--- src/rtl/asap_ctrl_pkg.sv ---
// asap_ctrl_pkg: opcodes, control-word bit positions and width for the ASAP-1 sequencer.
package asap_ctrl_pkg;
    localparam int CTRL_W = 15;

    localparam logic [3:0] OP_NOP = 4'h0;
    localparam logic [3:0] OP_LDA = 4'h1;
    localparam logic [3:0] OP_ADD = 4'h2;
    localparam logic [3:0] OP_SUB = 4'h3;
    localparam logic [3:0] OP_STA = 4'h4;
    localparam logic [3:0] OP_LDI = 4'h5;
    localparam logic [3:0] OP_JMP = 4'h6;
    localparam logic [3:0] OP_JC  = 4'h7;
    localparam logic [3:0] OP_JZ  = 4'h8;
    localparam logic [3:0] OP_OUT = 4'hE;
    localparam logic [3:0] OP_HLT = 4'hF;

    localparam int C_PC_OE    = 0;
    localparam int C_PC_INC   = 1;
    localparam int C_PC_LD    = 2;
    localparam int C_MAR_LD   = 3;
    localparam int C_RAM_OE   = 4;
    localparam int C_RAM_WE   = 5;
    localparam int C_IR_LD    = 6;
    localparam int C_IR_OE    = 7;
    localparam int C_A_LD     = 8;
    localparam int C_A_OE     = 9;
    localparam int C_B_LD     = 10;
    localparam int C_ALU_OE   = 11;
    localparam int C_ALU_SUB  = 12;
    localparam int C_OUT_LD   = 13;
    localparam int C_FLAGS_LD = 14;

    function automatic logic [CTRL_W-1:0] cb(input int i);
        return CTRL_W'(1) << i;
    endfunction
endpackage

--- src/rtl/microcode_rom.sv ---
// microcode_rom: combinational (opcode, T-state, registered flags) -> control word,
// plus last_o marking an instruction's last non-empty step.
module microcode_rom
    import asap_ctrl_pkg::*;
(
    input  logic [3:0]        opcode_i,
    input  logic [2:0]        t_i,
    input  logic              zf_i,
    input  logic              cf_i,
    output logic [CTRL_W-1:0] ctrl_o,
    output logic              last_o
);
    localparam logic [CTRL_W-1:0] IR_TO_MAR = cb(C_IR_OE) | cb(C_MAR_LD);
    localparam logic [CTRL_W-1:0] IR_TO_PC  = cb(C_IR_OE) | cb(C_PC_LD);

    logic t2, t3, t4, sub, long_op, mem_op;

    always_comb begin
        t2 = t_i == 3'd2;
        t3 = t_i == 3'd3;
        t4 = t_i == 3'd4;
        sub = opcode_i == OP_SUB;
        long_op = opcode_i == OP_ADD || sub;
        mem_op = opcode_i == OP_LDA || opcode_i == OP_STA;
        ctrl_o = '0;
        if (t_i == 3'd0)
            ctrl_o = cb(C_PC_OE) | cb(C_MAR_LD);
        else if (t_i == 3'd1)
            ctrl_o = cb(C_RAM_OE) | cb(C_IR_LD) | cb(C_PC_INC);
        else
            case (opcode_i)
                OP_LDA: ctrl_o = t2 ? IR_TO_MAR : t3 ? cb(C_RAM_OE) | cb(C_A_LD) : '0;
                OP_ADD,
                OP_SUB: ctrl_o = t2 ? IR_TO_MAR
                               : t3 ? cb(C_RAM_OE) | cb(C_B_LD) | (sub ? cb(C_ALU_SUB) : '0)
                               : t4 ? cb(C_ALU_OE) | cb(C_A_LD) | cb(C_FLAGS_LD) | (sub ? cb(C_ALU_SUB) : '0)
                               : '0;
                OP_STA: ctrl_o = t2 ? IR_TO_MAR : t3 ? cb(C_A_OE) | cb(C_RAM_WE) : '0;
                OP_LDI: ctrl_o = t2 ? cb(C_IR_OE) | cb(C_A_LD) : '0;
                OP_JMP: ctrl_o = t2 ? IR_TO_PC : '0;
                OP_JC:  ctrl_o = t2 && cf_i ? IR_TO_PC : '0;
                OP_JZ:  ctrl_o = t2 && zf_i ? IR_TO_PC : '0;
                OP_OUT: ctrl_o = t2 ? cb(C_A_OE) | cb(C_OUT_LD) : '0;
                default: ctrl_o = '0;
            endcase
        // Empty execute steps still end at T2, so short instructions take 3 cycles.
        last_o = t_i == (long_op ? 3'd4 : mem_op ? 3'd3 : 3'd2);
    end
endmodule

--- src/rtl/control_sequencer.sv ---
// control_sequencer: ASAP-1 T-state sequencer with flags register and HLT.
// Define SEQ_EARLY_END_EN to end each instruction right after its last non-empty step.
module control_sequencer
    import asap_ctrl_pkg::*;
#(
    parameter int MAX_STEPS = 5,
    parameter int OPCODE_W  = 4
) (
    input  logic                clk,
    input  logic                rst_n,
    input  logic [OPCODE_W-1:0] opcode,
    input  logic                zf,
    input  logic                cf,
    output logic [2:0]          t_state,
    output logic                pc_oe,
    output logic                pc_inc,
    output logic                pc_ld,
    output logic                mar_ld,
    output logic                ram_oe,
    output logic                ram_we,
    output logic                ir_ld,
    output logic                ir_oe,
    output logic                a_ld,
    output logic                a_oe,
    output logic                b_ld,
    output logic                alu_oe,
    output logic                alu_sub,
    output logic                out_ld,
    output logic                flags_ld,
    output logic                halt
);
`ifdef SEQ_EARLY_END_EN
    localparam bit EARLY_END = 1'b1;
`else
    localparam bit EARLY_END = 1'b0;
`endif

    logic [2:0]        t_q, t_d;
    logic              halted_q, halted_d, zf_q, zf_d, cf_q, cf_d;
    logic [CTRL_W-1:0] rom_ctrl, ctrl;
    logic              last_step, step_end, halting;

    microcode_rom u_rom (
        .opcode_i(opcode),
        .t_i     (t_q),
        .zf_i    (zf_q),
        .cf_i    (cf_q),
        .ctrl_o  (rom_ctrl),
        .last_o  (last_step)
    );

    always_comb begin
        ctrl = (rst_n && !halted_q) ? rom_ctrl : '0;
        step_end = (EARLY_END && last_step) || t_q == 3'(MAX_STEPS - 1);
        halting = !halted_q && opcode == OP_HLT && t_q == 3'd2;
        // Halting freezes the counter on the T2 that executed HLT.
        t_d = (halted_q || halting) ? t_q : step_end ? 3'd0 : t_q + 3'd1;
        halted_d = halted_q || halting;
        zf_d = ctrl[C_FLAGS_LD] ? zf : zf_q;
        cf_d = ctrl[C_FLAGS_LD] ? cf : cf_q;
    end

    always_ff @(posedge clk) begin
        if (!rst_n) begin
            t_q <= '0;
            halted_q <= 1'b0;
            zf_q <= 1'b0;
            cf_q <= 1'b0;
        end else begin
            t_q <= t_d;
            halted_q <= halted_d;
            zf_q <= zf_d;
            cf_q <= cf_d;
        end
    end

    assign t_state  = t_q;
    assign halt     = halted_q;
    assign pc_oe    = ctrl[C_PC_OE];
    assign pc_inc   = ctrl[C_PC_INC];
    assign pc_ld    = ctrl[C_PC_LD];
    assign mar_ld   = ctrl[C_MAR_LD];
    assign ram_oe   = ctrl[C_RAM_OE];
    assign ram_we   = ctrl[C_RAM_WE];
    assign ir_ld    = ctrl[C_IR_LD];
    assign ir_oe    = ctrl[C_IR_OE];
    assign a_ld     = ctrl[C_A_LD];
    assign a_oe     = ctrl[C_A_OE];
    assign b_ld     = ctrl[C_B_LD];
    assign alu_oe   = ctrl[C_ALU_OE];
    assign alu_sub  = ctrl[C_ALU_SUB];
    assign out_ld   = ctrl[C_OUT_LD];
    assign flags_ld = ctrl[C_FLAGS_LD];
endmodule
--- config.mk ---
export PLATFORM = sky130hd
export DESIGN_NAME = control_sequencer
export DESIGN_NICKNAME = d
export VERILOG_FILES = /design/src/rtl/asap_ctrl_pkg.sv /design/src/rtl/microcode_rom.sv /design/src/rtl/control_sequencer.sv
export SDC_FILE = /design/constraint.sdc
export NUM_CORES = 1
export LEC_CHECK = 0
export CORE_MARGIN = 5
export CORE_UTILIZATION = 42
export CTS_BUF_LIST = sky130_fd_sc_hd__clkbuf_2 sky130_fd_sc_hd__clkbuf_4 sky130_fd_sc_hd__clkbuf_8
export CTS_CLUSTER_DIAMETER = 40
export DETAILED_ROUTE_END_ITERATION = 7
export HOLD_SLACK_MARGIN = 0.02
export PLACE_DENSITY_LB_ADDON = 0.2
export SLEW_MARGIN = 5
export SYNTH_ARGS = -nofsm -noshare
export SYNTH_HDL_FRONTEND = slang
export SYNTH_SLANG_ARGS = --single-unit
--- constraint.sdc ---
create_clock -name clk -period 1.7 [get_ports clk]
set_input_delay 0.425 -clock clk [delete_from_list [all_inputs] [get_ports clk]]
set_output_delay 0.425 -clock clk [all_outputs]
set_load 0.01 [all_outputs]
==> flow_summary.ini, run 1 <==
[timing]
final_hold_viol_count = 0
fin_ws_ps = -431
worst_pin_slew_ps = 440
post-route-period-util_pct = 125
max_slew_margin_pct = 70.4
skew_ps = 9.53
min_period_ps = 2130
timing.fmax_mhz = 469
rsz0062_at_grt = true
whs_ps = 473
drv_slew = 0
setup_viol = 16

[place]
dpl.cell_count = 174
io_buffers = 26
gp_congestion = 0.793
dp_hpwl_um = 2070
place_ws_ps = -1160

[die]
core_sq_um = 1730
std_cell_rows = 15
fp.dieW_um = 52.8
dieArea_sq_um = 2790
start_util_pct = 44.6
io_pins = 27
fp.dieH_um = 52.8

[worst_setup_path]
cp_cell_sequence = ha_4 -> ha_4 -> nor2b_4 -> mux2_4 -> a31oi_4 -> nor3_2 -> buf_2
setup.worst_path.end_class = primary output
cp.arrival_ps = 1710
cp_max_fo = 4
critPathSlowestCell = dfxtp_4
r2r-end = zf_q
cp_data_required_time_ps = 1270
regToRegStartpoint = t_state[1]
ff2ff_path_depth = 8
path_class = reg2out
crit_path_frequent_cell = ha_4
r2r_slack_ps = -30
critical-path-max-stage-delay_ps = 370
worstSetupStartpointType = register

[synth]
synth-async-reset-ratio_pct = 0
seq_area_frac_synth_pct = 15.6
synth_nets = 110
netlist_top_cells_area = dfxtp_1 16%, ha_1 8.1%, nor4_2 6.5%
yosysTopAreaCell = dfxtp_1
synth_cells = 97
synth_most_common_cell = nand2_1
netlist_area_sq_um = 771
synthTopCellsByCount = 8 x nand2_1, 7 x nor2_1, 7 x nor3_1
ys_ff_latch = 6
synth_top_cell_area_share_pct = 15.6
ys_warn_count = 0
synth_ff_type = dfxtp_1
synth_edf_count = 0
synth_cell_types = 42
syn_avg_cell_area_sq_um = 7.95

[cells_and_area]
antennaDiodeCount = 0
area_delta_synth_final_pct = 109
stdcell_count = 189
multi_input_area_sq_um = 846
drive_gt1_share_pct = 73.2
fillers = 63
nets = 178
ff_latch_area_sq_um = 129

[clock_network]
numCtsBuffers = 3
clk_latency_ps = 250
path_clk_slew_ps = 50
clock_path_buffers = 2
cts_num_sinks = 6
cts_tree = yes
cts.htree.levels = 1
root_buffer = clkbuf_4

[global_routing]
grt_pass1_vias = 1100
antenna_found_initial = 0
grt_overflow_total = 0
grt_usage_pct = 25.6
grt_pass1_wl_um = 5200
grt_max_degree = 12

[route]
routed_wirelength_um = 4070
wl_per_cell_um = 21.5
route.met2.wl_um = 2120
m1WireLength_um = 1630
postRouteAntennaNets = 0
drtPass1Iterations = 4
routed-via-count = 1107
vias_per_cell = 5.86
drt_iter0_markers = 30
routed.top_layer = met4
met3_length_um = 190
drc = 0

[worst_hold_path]
hp-class = reg2reg
hold_path_depth = 2
min-delay-start = cf_q
min_to = cf_q

[outcome]
status = complete, but fails checks
violations = setup timing

[power_and_ir_drop]
vdd_drop_max_v = 0.000608
p_leak_uw = 0.000694
power_uw = 945
power_density_nw_per_um2 = 588

[run]
drv_cap = 0
registers in the layout (all words and copies together) (netlist names):
register	cells
zf_q	1
cf_q	1
t_state	3
halt	1
cells by family (layout without fill, tap and decap cells):
group           count (synthesis)  count (layout)  share of synthesized area [%]
xor+xnor                        1               1                           1.14
fa+ha+maj                       5               5                           8.12
mux                             1               1                           1.46
compound gates                 19              19                           20.5
flops                           6               6                           15.6
simple gates                   51              51                           43.7
buf+inv                        14              81                           9.58
layer usage:
| layer | up-vias | GRT usage [%] |
|---|---|---|
| met3 | 14 | 4.84 |
| met4 | 0 | 16.2 |
| met5 | - | 0 |
| met2 | 50 | 43.4 |
| li1 | 487 | - |
| met1 | 556 | 28.9 |
area by class of cell:
| cell class | instances | area share, % |
|---|---|---|
| inverter | 5 | 1.32 |
| sequential | 6 | 8.02 |
| tap | 25 | 1.95 |
| multi-input combinational | 77 | 52.6 |
| clock buffer | 4 | 1.87 |
| timing repair buffer | 72 | 34.2 |
worst max-delay path by stage:
stage                        end       start  depth (start not counted)
after CTS                   a_ld  t_state[1]                          7
after global routing      out_ld   opcode[2]                          7
after global placement    ram_oe   opcode[2]                          7
after detailed placement   ir_oe   opcode[2]                          6
after floorplan           ram_oe  t_state[0]                          5
final                       a_ld  t_state[1]                          7
repair_timing:
action / in CTS / in global routing
hold buffers: 0 / 0
resized for setup: 103 / 24
pin swaps: 8 / 13
endpoints found under the setup margin: 20 / 21
buffers inserted: 6 / 5
layout by cell type (no fill, tap or decap), drive strengths merged, types with 3 or more instances in the layout:
master	n
nand2	8
nor4	6
nor2	7
nand2b	4
nor3	7
a21oi	3
buf	63
clkbuf	6
nand3	4
inv	5
ha	5
o21ai	7
dlygate4sd2	3
dfxtp	6
nor2b	3
critical path, delay by kind of cell (launching register included):
family	cells	cell delay, ps
flip-flops	1	370
adder cells (fa/ha/maj)	2	330
multiplexers	1	270
AO/OA/AOI/OAI	1	170
AND/OR/NAND/NOR	2	170
buffers and inverters	1	150
metrics by stage:
step | instance area, sq um | utilization [%] | setup TNS, ps
detailed placement | 1380 | 80.0 | -16270
CTS | 1470 | 85.3 | -4210
global route | 1610 | 93.1 | -6460
global placement | 1380 | 80.0 | -15300
finish | 1610 | 93.1 | -5240
floorplan | 891 | - | -162
where the power goes:
group          switching, uW  total, uW  internal [uW]  leakage, uW
clock network           57.5        163            105    0.0000184
logic                    313        607            294     0.000625
registers               20.3        176            155    0.0000506
total                    390        945            555     0.000694
Note: power is estimated with default switching activity, not from simulation.
==> inputs of run 2 (changes only) <==
--- a/config.mk
+++ b/config.mk
@@ -12,6 +12,7 @@
 export DETAILED_ROUTE_END_ITERATION = 7
 export HOLD_SLACK_MARGIN = 0.02
 export PLACE_DENSITY_LB_ADDON = 0.2
+export RECOVER_POWER = 100
 export SLEW_MARGIN = 5
 export SYNTH_ARGS = -nofsm -noshare
 export SYNTH_HDL_FRONTEND = slang
==> constraint.sdc (replaced) <==
create_clock -name clk -period 1.9 [get_ports clk]
set_input_delay 0.475 -clock clk [delete_from_list [all_inputs] [get_ports clk]]
set_output_delay 0.475 -clock clk [all_outputs]
set_load 0.01 [all_outputs]
==> run 2 against run 1 <==
Against the previous run:
- the run still ends with setup timing left
- register-to-register slack improved by 80 ps
- via count rose by 6.4%
- hold slack improved by 34 ps
- cell area rose by 2.9%
- combinational power fell by 9.1%
- global-route usage fell by 1.1 points
- setup slack improved by 27 ps
- sequential cell count did not move
- sequential power fell by 9%
- die area did not move
- core utilization rose by 2.7 points
- power fell by 13%
- largest cell class unchanged
==> flow_summary.ini, run 2 (synthesized netlist as in run 1, its figures left out) <==
[global_routing]
grt_overflow_total = 0
grt_pass1_vias = 1069
grt_usage_pct = 24.5
grt_pass1_wl_um = 4990
grt_max_degree = 12
antenna_found_initial = 0

[power_and_ir_drop]
p_switching_uw = 342
internal-power_uw = 482
power_density_nw_per_um2 = 498
power_frac_comb_pct = 67.0
pwr-share-seq_pct = 19.5
clockPowerShare_pct = 13.4
vdd_drop_max_v = 0.000472
p_leak_uw = 0.000713
switching_share_pct = 41.5

[route]
routed_wirelength_um = 4340
postRouteAntennaNets = 0
vias_per_cell = 6.27
wl_per_cell_um = 23.1
drc = 0
drt_iter0_markers = 47
routed-via-count = 1178
drtPass1Iterations = 4

[cells_and_area]
layout_commonest_cell = buf_4
antennaDiodeCount = 0
drive_gt1_share_pct = 69.9
nets = 178
area_delta_synth_final_pct = 115
stdcell_count = 188
final_cell_mix = 35 x buf_4, 15 x buf_6, 12 x buf_2, 6 x nand2_1
largest_register_ffs = 3

[timing]
setup_viol = 14
final_hold_viol_count = 0
min_period_ps = 2300
timing.fmax_mhz = 434
fin_ws_ps = -404
worst_pin_slew_ps = 411
drv_slew = 0
skew_ps = 1.12
whs_ps = 506
post-route-period-util_pct = 121
max_slew_margin_pct = 72.4
rsz0062_at_grt = true

[worst_setup_path]
cp_data_required_time_ps = 1420
worstSetupStartpointType = register
cp_cell_sequence = ha_4 -> ha_4 -> nor2b_4 -> mux2_4 -> a31oi_1 -> nor3_1 -> buf_2
r2r_slack_ps = 50
crit_path_frequent_cell = ha_4
setup.worst_path.end_class = primary output
critPathLaunch = t_state[1]
critical-path-max-stage-delay_ps = 380
r2r-end = t_state[0]
crit_path_end = a_ld
ff2ff_path_depth = 8
regToRegStartpoint = t_state[0]
critPathSlowestCell = dfxtp_4
path_class = reg2out
cp_max_fo = 4
cp.arrival_ps = 1830

[clock_network]
root_buffer = clkbuf_4
cts_tree = yes
numCtsBuffers = 3
hold_buffers = 0
clk_latency_ps = 230
clock_path_buffers = 2
cts_num_sinks = 6
cts.htree.levels = 1
path_clk_slew_ps = 40

[place]
io_buffers = 26
gp_congestion = 0.837
dpl.cell_count = 172
dp_hpwl_um = 1930

[worst_hold_path]
hp-class = reg2reg

[die]
fp.dieH_um = 52.8
core_sq_um = 1730
fp.dieW_um = 52.8
io_pins = 27
dieArea_sq_um = 2790
start_util_pct = 44.6
std_cell_rows = 15

[outcome]
status = complete, but fails checks
violations = setup timing

[run]
drv_cap = 0
==> run 2: how the worst min path moves through the flow <==
stage          depth (start not counted)  from  slack (ps)    to
6_report                               2  cf_q         510  cf_q
5_1_grt                                2  zf_q         530  zf_q
4_1_cts                                2  zf_q         460  zf_q
3_5_place_dp                           2  zf_q         450  zf_q
3_3_place_gp                           2  zf_q         450  zf_q
2_1_floorplan                          2  zf_q         430  zf_q
==> run 2: what timing repair did <==
action	CTS	global route
endpoints found under the setup margin	15	15
gates resized for setup	130	33
cloned	0	0
pin swaps	14	20
setup buffers	8	5
==> run 2: cell type report <==
cell class              instances  area (sq um)
clock buffers                   3          22.5
well taps                      25          31.3
fillers                        42          72.6
repair buffers                 72           599
inverters                       5          23.8
multi-input cells              77           850
flip-flops and latches          6           128
==> run 2: metrics by stage <==
step                      setup WS (ps)  setup TNS, ps  util (%)  total power, uW  instance area (sq um)
final                              -404          -2820      95.8              824                   1650
after global placement             -928         -12700      74.2              478                   1280
after floorplan                    7.39              0         -              326                    797
after CTS                          -262          -1850      86.4              714                   1490
after global routing               -435          -3620      95.8              860                   1650
after detailed placement          -1010         -13460      74.2              490                   1280
==> run 2: power groups by stage <==
stage,registers (uW),clock network (uW),logic (uW)
after floorplan,153,0,173
after global placement,147,0,331
after CTS,156,121,438
final,161,111,552
after global routing,161,123,576
after detailed placement,148,0,342
==> run 2: layer usage <==
metal	track usage [%]	vias up	share of wire (%)
li1	-	488	-
met5	0	-	0
met2	46.7	112	49
met1	25.2	544	34
met3	3.13	34	10
met4	13.2	0	6.7
==> run 2: critical path: cells and delay by family, from the launching register on <==
kind / cells / cell delay, ps
flip-flops: 1 / 380
adder cells (fa/ha/maj): 2 / 350
multiplexers: 1 / 250
AO/OA/AOI/OAI: 1 / 240
AND/OR/NAND/NOR: 2 / 230
buffers and inverters: 1 / 160
